<file path="config.mk">
export PLATFORM = sky130hd
export DESIGN_NAME = control_unit
export DESIGN_NICKNAME = d
export VERILOG_FILES = /design/src/rtl/control_unit.sv
export SDC_FILE = /design/constraint.sdc
export NUM_CORES = 1
export LEC_CHECK = 0
export ABC_AREA = 1
export CELL_PAD_IN_SITES_DETAIL_PLACEMENT = 0
export CELL_PAD_IN_SITES_GLOBAL_PLACEMENT = 1
export CORE_ASPECT_RATIO = 0.9
export CORE_MARGIN = 10
export CORE_UTILIZATION = 43
export DETAILED_ROUTE_END_ITERATION = 8
export DONT_BUFFER_PORTS = 1
export PLACE_DENSITY_LB_ADDON = 0.1
export SLEW_MARGIN = 20
export SYNTH_ARGS = -nofsm -noshare
export SYNTH_HDL_FRONTEND = slang
export SYNTH_SLANG_ARGS = --single-unit
</file>
<file path="constraint.sdc">
create_clock -name clk -period 3.4 [get_ports clk]
set_clock_uncertainty 0.05 [all_clocks]
set_input_delay 0.68 -clock clk [delete_from_list [all_inputs] [get_ports clk]]
set_output_delay 0.68 -clock clk [all_outputs]
set_load 0.02 [all_outputs]
</file>
<file path="src/rtl/control_unit.sv">
// ---------------------------------------------------------------------------
// control_unit
//
// Hardwired Moore control sequencer for the 32-bit register-bus datapath.
// Each instruction is a 3-step fetch (T0..T2) followed by class-specific
// execute steps (T3..T7). The state is registered; every strobe is decoded
// combinationally from the state and the instruction register.
//
// Ports
//   clk       : sole clock, state changes on the rising edge
//   clr       : asynchronous, active-low reset (forces RST, all strobes 0)
//   IR        : instruction register contents read back from the datapath
//   Stop      : halt request, only honoured on entry to T0
//   PCout .. Cout : single-bit datapath strobes
//   Rin/Rout  : one-hot (or zero) general-register load / bus-drive enables
//   OpCode    : ALU function select
//   Csx       : sign-extended IR[18:0], bus source whenever Cout=1
//   Run       : high while the sequencer is stepping T0..T7
//
// Debug visibility: the FSM state lives in state_q (type state_t), which a
// checker can bind to or probe hierarchically.
// ---------------------------------------------------------------------------
module control_unit #(
    parameter logic [4:0] ALU_ADD = 5'b00011,
    parameter logic [4:0] ALU_SUB = 5'b00100,
    parameter logic [4:0] ALU_AND = 5'b00101,
    parameter logic [4:0] ALU_OR  = 5'b00110,
    parameter logic [4:0] ALU_MUL = 5'b01110,
    parameter logic [4:0] ALU_DIV = 5'b01111,
    parameter logic [4:0] ALU_INC = 5'b10100
) (
    input  logic        clk,
    input  logic        clr,
    input  logic [31:0] IR,
    input  logic        Stop,
    output logic        PCout,
    output logic        PCin,
    output logic        MARin,
    output logic        MDRin,
    output logic        MDRout,
    output logic        Read,
    output logic        Write,
    output logic        IRin,
    output logic        Yin,
    output logic        Zin,
    output logic        Zlowout,
    output logic        Zhighout,
    output logic        HIin,
    output logic        LOin,
    output logic        Cout,
    output logic [15:0] Rin,
    output logic [15:0] Rout,
    output logic [4:0]  OpCode,
    output logic [31:0] Csx,
    output logic        Run
);

    typedef enum logic [3:0] {
        S_RST, S_T0, S_T1, S_T2, S_T3, S_T4, S_T5, S_T6, S_T7, S_HALT
    } state_t;

    localparam logic [4:0] OP_LD   = 5'b00000;
    localparam logic [4:0] OP_ST   = 5'b00010;
    localparam logic [4:0] OP_ADD  = 5'b00011;
    localparam logic [4:0] OP_SUB  = 5'b00100;
    localparam logic [4:0] OP_AND  = 5'b00101;
    localparam logic [4:0] OP_OR   = 5'b00110;
    localparam logic [4:0] OP_MUL  = 5'b01110;
    localparam logic [4:0] OP_DIV  = 5'b01111;
    localparam logic [4:0] OP_HALT = 5'b11001;

    state_t state_q, state_d;

    // Instruction fields and class decode (meaningful from T3 onward).
    logic [4:0]  op;
    logic [15:0] ra_hot, rb_hot, rc_hot;
    logic        is_alu, is_md, is_ld, is_st, is_mem, is_halt;
    logic [4:0]  alu_code;
    state_t      boundary_state;

    assign op     = IR[31:27];
    assign ra_hot = 16'h0001 << IR[26:23];
    assign rb_hot = 16'h0001 << IR[22:19];
    assign rc_hot = 16'h0001 << IR[18:15];

    assign is_alu  = (op == OP_ADD) || (op == OP_SUB) || (op == OP_AND) || (op == OP_OR);
    assign is_md   = (op == OP_MUL) || (op == OP_DIV);
    assign is_ld   = (op == OP_LD);
    assign is_st   = (op == OP_ST);
    assign is_mem  = is_ld || is_st;
    assign is_halt = (op == OP_HALT);

    assign Csx = {{13{IR[18]}}, IR[18:0]};

    always_comb begin
        alu_code = 5'b00000;
        case (op)
            OP_ADD:  alu_code = ALU_ADD;
            OP_SUB:  alu_code = ALU_SUB;
            OP_AND:  alu_code = ALU_AND;
            OP_OR:   alu_code = ALU_OR;
            OP_MUL:  alu_code = ALU_MUL;
            OP_DIV:  alu_code = ALU_DIV;
            default: alu_code = 5'b00000;
        endcase
    end

    // Every entry into T0 is an instruction boundary, where Stop diverts
    // the sequencer into HALT instead.
    assign boundary_state = Stop ? S_HALT : S_T0;

    always_ff @(posedge clk or negedge clr) begin
        if (!clr) begin
            state_q <= S_RST;
        end else begin
            state_q <= state_d;
        end
    end

    always_comb begin
        state_d = state_q;
        case (state_q)
            S_RST:   state_d = boundary_state;
            S_T0:    state_d = S_T1;
            S_T1:    state_d = S_T2;
            S_T2:    state_d = S_T3;
            S_T3: begin
                if (is_alu || is_md || is_mem) state_d = S_T4;
                else if (is_halt)              state_d = S_HALT;
                else                           state_d = boundary_state;
            end
            S_T4:    state_d = S_T5;
            S_T5:    state_d = is_alu ? boundary_state : S_T6;
            S_T6:    state_d = is_md ? boundary_state : S_T7;
            S_T7:    state_d = boundary_state;
            S_HALT:  state_d = S_HALT;
            default: state_d = S_RST;
        endcase
    end

    always_comb begin
        PCout    = 1'b0;
        PCin     = 1'b0;
        MARin    = 1'b0;
        MDRin    = 1'b0;
        MDRout   = 1'b0;
        Read     = 1'b0;
        Write    = 1'b0;
        IRin     = 1'b0;
        Yin      = 1'b0;
        Zin      = 1'b0;
        Zlowout  = 1'b0;
        Zhighout = 1'b0;
        HIin     = 1'b0;
        LOin     = 1'b0;
        Cout     = 1'b0;
        Rin      = 16'h0000;
        Rout     = 16'h0000;
        OpCode   = 5'b00000;
        Run      = 1'b0;
        case (state_q)
            S_T0: begin
                Run    = 1'b1;
                PCout  = 1'b1;
                MARin  = 1'b1;
                OpCode = ALU_INC;
                Zin    = 1'b1;
            end
            S_T1: begin
                Run     = 1'b1;
                Zlowout = 1'b1;
                PCin    = 1'b1;
                Read    = 1'b1;
                MDRin   = 1'b1;
            end
            S_T2: begin
                Run    = 1'b1;
                MDRout = 1'b1;
                IRin   = 1'b1;
            end
            S_T3: begin
                Run = 1'b1;
                // mul/div take Ra into Y; register ALU and address forms take Rb.
                if (is_md) begin
                    Rout = ra_hot;
                    Yin  = 1'b1;
                end else if (is_alu || is_mem) begin
                    Rout = rb_hot;
                    Yin  = 1'b1;
                end
            end
            S_T4: begin
                Run = 1'b1;
                Zin = 1'b1;
                if (is_mem) begin
                    Cout   = 1'b1;
                    OpCode = ALU_ADD;
                end else begin
                    Rout   = is_md ? rb_hot : rc_hot;
                    OpCode = alu_code;
                end
            end
            S_T5: begin
                Run     = 1'b1;
                Zlowout = 1'b1;
                if (is_alu)     Rin   = ra_hot;
                else if (is_md) LOin  = 1'b1;
                else            MARin = 1'b1;
            end
            S_T6: begin
                Run = 1'b1;
                if (is_md) begin
                    Zhighout = 1'b1;
                    HIin     = 1'b1;
                end else if (is_ld) begin
                    Read  = 1'b1;
                    MDRin = 1'b1;
                end else begin
                    // Read stays low so MDR captures Ra from the bus.
                    Rout  = ra_hot;
                    MDRin = 1'b1;
                end
            end
            S_T7: begin
                Run = 1'b1;
                if (is_ld) begin
                    MDRout = 1'b1;
                    Rin    = ra_hot;
                end else begin
                    Write = 1'b1;
                end
            end
            default: ;
        endcase
    end

endmodule

</file>
* After elaboration in Yosys (flattened, before gate mapping) *
Index checks and enable logic that the tools add are counted.
Widths: inputs -> output; s select.

operators by class
  equality and inequality tests = 17
  shift operators = 3
  multiplexer cells = 44
  reductions and logical operators = 14

operators by type and width
  operator              number
  $mux 16               8
  $pmux 16 s3           1
  $shl 1x4->16 const A  3
  $pmux 4 s9            1
  $pmux 16 s2           1
  $pmux 4 s6            1
  $mux 1                21
  $mux 4                5
  $eq 4x3->1 const B    4
  $eq 5x3->1 const B    3
  $eq 5x2->1 const B    2
  $eq 5x4->1 const B    2
  $pmux 5 s2            1
  $eq 4x2->1 const B    2
  $eq 4x4->1 const B    2
  $logic_or 1x1->1      8
  $pmux 1 s2            4
  $reduce_or 8->1       1
  $reduce_or 2->1       3
  $eq 5x5->1 const B    1
  $logic_not 5->1       1
  $mux 5                1
  $eq 4x1->1 const B    1
  $logic_not 4->1       1

storage, ports and cells
  flip-flop bits (word level) = 4
  bits of input ports = 35
  output and inout bits = 85
  logic and storage cells = 79

* Depth between registers and ports, before layout *
  depth after elaboration = 8
  mapped depth = 11
  depth with buffers taken out = 9

* Least setup slack after synthesis *
Ideal clock, no wire load.

  kind = input-to-output
  from = input port IR[28]
  to = output port Read
  arrival time = 1,769 ps
  required time = 2,670 ps
  path slack = 901 ps
  stages = 5
  path buffers = 2
  cell sequence = buf_2 nor2_1 nand2_2 clkbuf_1 o21ai_0

between the ends
  word-level cells in the longest chain between the ends = 4
  elaborated cells on any way between the ends = 7
  classes of those cells = eq/ne: 2; mux: 3; reduce/logical: 2

RTL lines
  item                                           line     source
  start, declared                                34       input logic [31:0] IR,
  $logic_not 5->1 or $eq 5x4->1 (tied branches)  88, 87
  $mux 1 or $logic_or 1x1->1 (tied branches)     215, 87
  $mux 1 (*)                                     212      if (is_md) begin
  $pmux 1 s2 (*)                                 161      case (state_q)
  end, declared                                  41       output logic Read,

Every way passes the cells marked *; elsewhere a longest branch is shown, timed or not.

* Worst setup path after layout *
  from = input port IR[31]
  to = output port Rout[9]

between the ends
  word-level cells in the longest chain between the ends = 8
  elaborated cells on any way between the ends = 21
  classes of those cells = eq/ne: 7; mux: 7; reduce/logical: 7

RTL lines
  item                                      line  source
  $eq 5x2->1 or $eq 5x3->1 (tied branches)  86    assign is_alu = (op == OP_ADD) || (op == OP_SUB) || (op == OP_AND) || (op == OP_OR);
  $logic_or 1x1->1 (3 in a row)             86
  $logic_or 1x1->1                          187   end else if (is_alu || is_mem) begin
  $mux 16                                   187
  $mux 16                                   184   if (is_md) begin
  $pmux 16 s3 (*)                           161
  end, declared                             52    output logic [15:0] Rout,

Marks and branches as above.

==> run summary <==
The run finished with clean final reports. The analysis attributes to cell leakage a power of 1.074 nW. The worst relative slew slack was 0.5187; the per-instance average area after synthesis was 4.949 um^2. Area added between synthesis and finish: -8.624%. The global-route wire length before repair is 11.29 mm.

Data arrives at the worst endpoint at 1.97 ns. The remaining antenna violation count came out at 0. In this run the worst path has a maximum fanout of 42. Counting flops per register, the top entry is state_q.

The region available for standard cell placement spans 0.004805 mm^2. The critical path goes through inv_2, nand4_2, buf_4, nand2_1, nand3_1, nand2_1, clkinv_1, nand2_1. The flip-flop and latch count after synthesis came out at 4. The run gives 43 as the largest net degree at the start of global routing.

The fraction of post-synthesis cell area in the top cell type by area was 0.1754. The first detailed-routing pass took 4 iterations. The required time reported for the critical path endpoint was 2.67 ns; the transition time at the pin with the least slew margin was 0.7143 ns. Setup TNS after final layout: 0 ns. The areal power density over the cells was 323.2 mW/mm^2; the period utilization was 0.7938. In this design, the stage delay of the slowest critical-path cell is 0.36 ns.

The detailed router placed 2,414 vias in this run. The clock passes through at most 2 buffers. Clock-pin slew was measured on the worst setup and hold paths at 0.03 ns. Most used flip-flop cell after synthesis: dfrtp_1.

The number of nets in the layout is 421. The count of different cell masters after synthesis was 27; the half-perimeter wire length after detailed placement was 5.520 mm. The fraction of final layout cells with drive strength greater than 1 was 0.07552. The register with the most flip-flops in the layout has 4 of them.

Across the run, the number of max-cap violations was 0. Port buffering added 0 buffers. The synthesized design contains 0 enable-type register cells.

For the number of DRC markers after the initial detailed-route iteration, the log shows 158. The number of clock buffers added by TritonCTS is 3. Setup violations remaining at the end of the flow were counted as 0.

The logs give 0.8801 for the weighted congestion at the end of routability-driven global placement and 6.982 mm for the routed wire length. The remaining global-route overflow came out at 0. Most repeated cell in the gate-level netlist after synthesis: nand2_1. After layout, the minimum clock period comes to 2.699 ns. Fill cells in the final layout number 589. The run gives 0.1667 as the overall routing resource usage.

In the final layout, the registers with the most flip-flops are state_q (4). nand2_1 takes more of the synthesized area than any other cell. After detailed routing, the number of vias per cell comes to 5.376. CTS saw 4 sinks.

The path type of the worst setup path was primary input to primary output. The logs give 0 for the final hold violation count and 0 for the DRC violations left. Setup fix buffers added after clock tree synthesis: 0. By count the netlist is led by nand2_1 (99), nand3_1 (70), nor2_1 (56). The class of the worst hold path was primary input to asynchronous set/reset pin.

The tools report the clock latency at the later pin of the worst-skew pair as 0.21 ns. CTS placed an instance of clkbuf_8 at the clock tree root. In the post-synthesis netlist, the biggest area contributors are nand2_1 (18%), nand3_1 (17%), buf_4 (12%). The minimum setup slack among reg-to-reg paths came out at 1.68 ns. The nature of the critical path startpoint is a primary input. The effective utilization at floorplan was 0.4409; the die area was 0.008138 mm^2. TritonCTS built the clock tree. Setup repair after global routing left no endpoint under its margin. The overall power consumption is 0.6257 mW. The tools report the endpoint class of the critical path as a primary output.

For this run, the top clock speed supported by timing is 370.5 MHz. Among the stages of the critical path, the cell type that occurs most often is nand2_1. The post-synthesis instance area was 0.002118 mm^2. Critical path buffer and inverter count: 3. The max-slew violation total from the final report came out at 0.

Grouping stages by cell kind, the critical path spends the most delay in simple AND/OR/NAND/NOR gates. The share of synthesized registers carrying an async set or reset was 1.000. From bottom edge to top edge, the die measures 86.59 um. In the final routed layout, each cell accounts on average for 15.55 um. The logs give 1 for the maximum level of the CTS H-tree and 0 for the diode insertion count for antenna repair. The placement row count is 24. In this run, post-CTS hold repair placed 0 buffers.

Yosys printed 0 warnings. Measured along the x axis, the die boundary spans 93.99 um. Synthesis produced 428 cells.

The initial antenna violation count is 0, and the number of global-route vias before repair is 2,203. The sequential area share after synthesis was 0.04725. The worst-case IR drop observed on VDD is 0.5553 mV. The count of pins on the block boundary was 120; the post-synthesis net count was 463.

The critical path's slowest cell was buf_4. After clock tree synthesis, the repair step resized 0 gates.
==> layer usage <==
metal / routed length, um / share of wire / vias up / global-route usage
met3: 633 / 0.091 / 8 / 0.04581
met5: 0 / 0 / - / 0
li1: - / - / 1258 / -
met4: 23 / 0.0033 / 0 / 0.02621
met1: 3388 / 0.49 / 1053 / 0.2309
met2: 2937 / 0.42 / 95 / 0.2530
==> worst paths after layout <==
check / cells after the start / end / startpoint
worst max-delay path: 8 / Rout[9] / IR[31]
worst min-delay path: 0 / state_q[0] / clr
worst max register to register: 5 / state_q[2] / state_q[3]
worst min register to register: 1 / state_q[0] / state_q[3]
max in group asynchronous: 0 / state_q[2] / clr
min in group clk: 2 / state_q[3] / Stop
==> placed cells by master, fill, tap and decap left out, drive strengths merged <==
master	n
a21oi	2
a22oi	1
a31oi	1
buf	6
clkbuf	3
clkinv	11
dfrtp	4
inv	57
nand2	100
nand3	73
nand4	26
nor2	60
nor3	2
o21ai	37
or2	1
==> area by class of cell <==
class / instances / area, um^2 / area share
Multi-Input combinational cell: 303 / 1413 / 0.7298
Inverter: 68 / 255.2 / 0.1319
Sequential cell: 4 / 100.1 / 0.05171
Tap cell: 65 / 81.33 / 0.04202
Timing Repair Buffer: 6 / 45.04 / 0.02327
Clock buffer: 3 / 41.29 / 0.02133
==> through the flow <==
step                      area [um^2]  utilization  cells  worst slack [ns]  hold WS, ns
after global placement           1894       0.3943    446            0.7656       0.3346
after CTS                        1936       0.4029    449            0.7293       0.1123
final                            1936       0.4029    449            0.7011       0.1157
after detailed placement         1894       0.3943    446            0.7377       0.3346
after floorplan                  2118            -    428            0.9008       0.3344
after global routing             1936       0.4029    449            0.5643       0.1034
==> cell families after synthesis <==
group,share of synthesized area
buf+inv,0.2859
flops,0.04726
compound gates,0.1004
simple gates,0.5664
==> power by group <==
group          switching (mW)  internal (mW)  total, mW
sequential             0.0349         0.0693      0.104
clock                  0.0211         0.0752     0.0962
combinational           0.327         0.0984      0.425
total                   0.383          0.243      0.626
(Power assumes the default switching activity.)
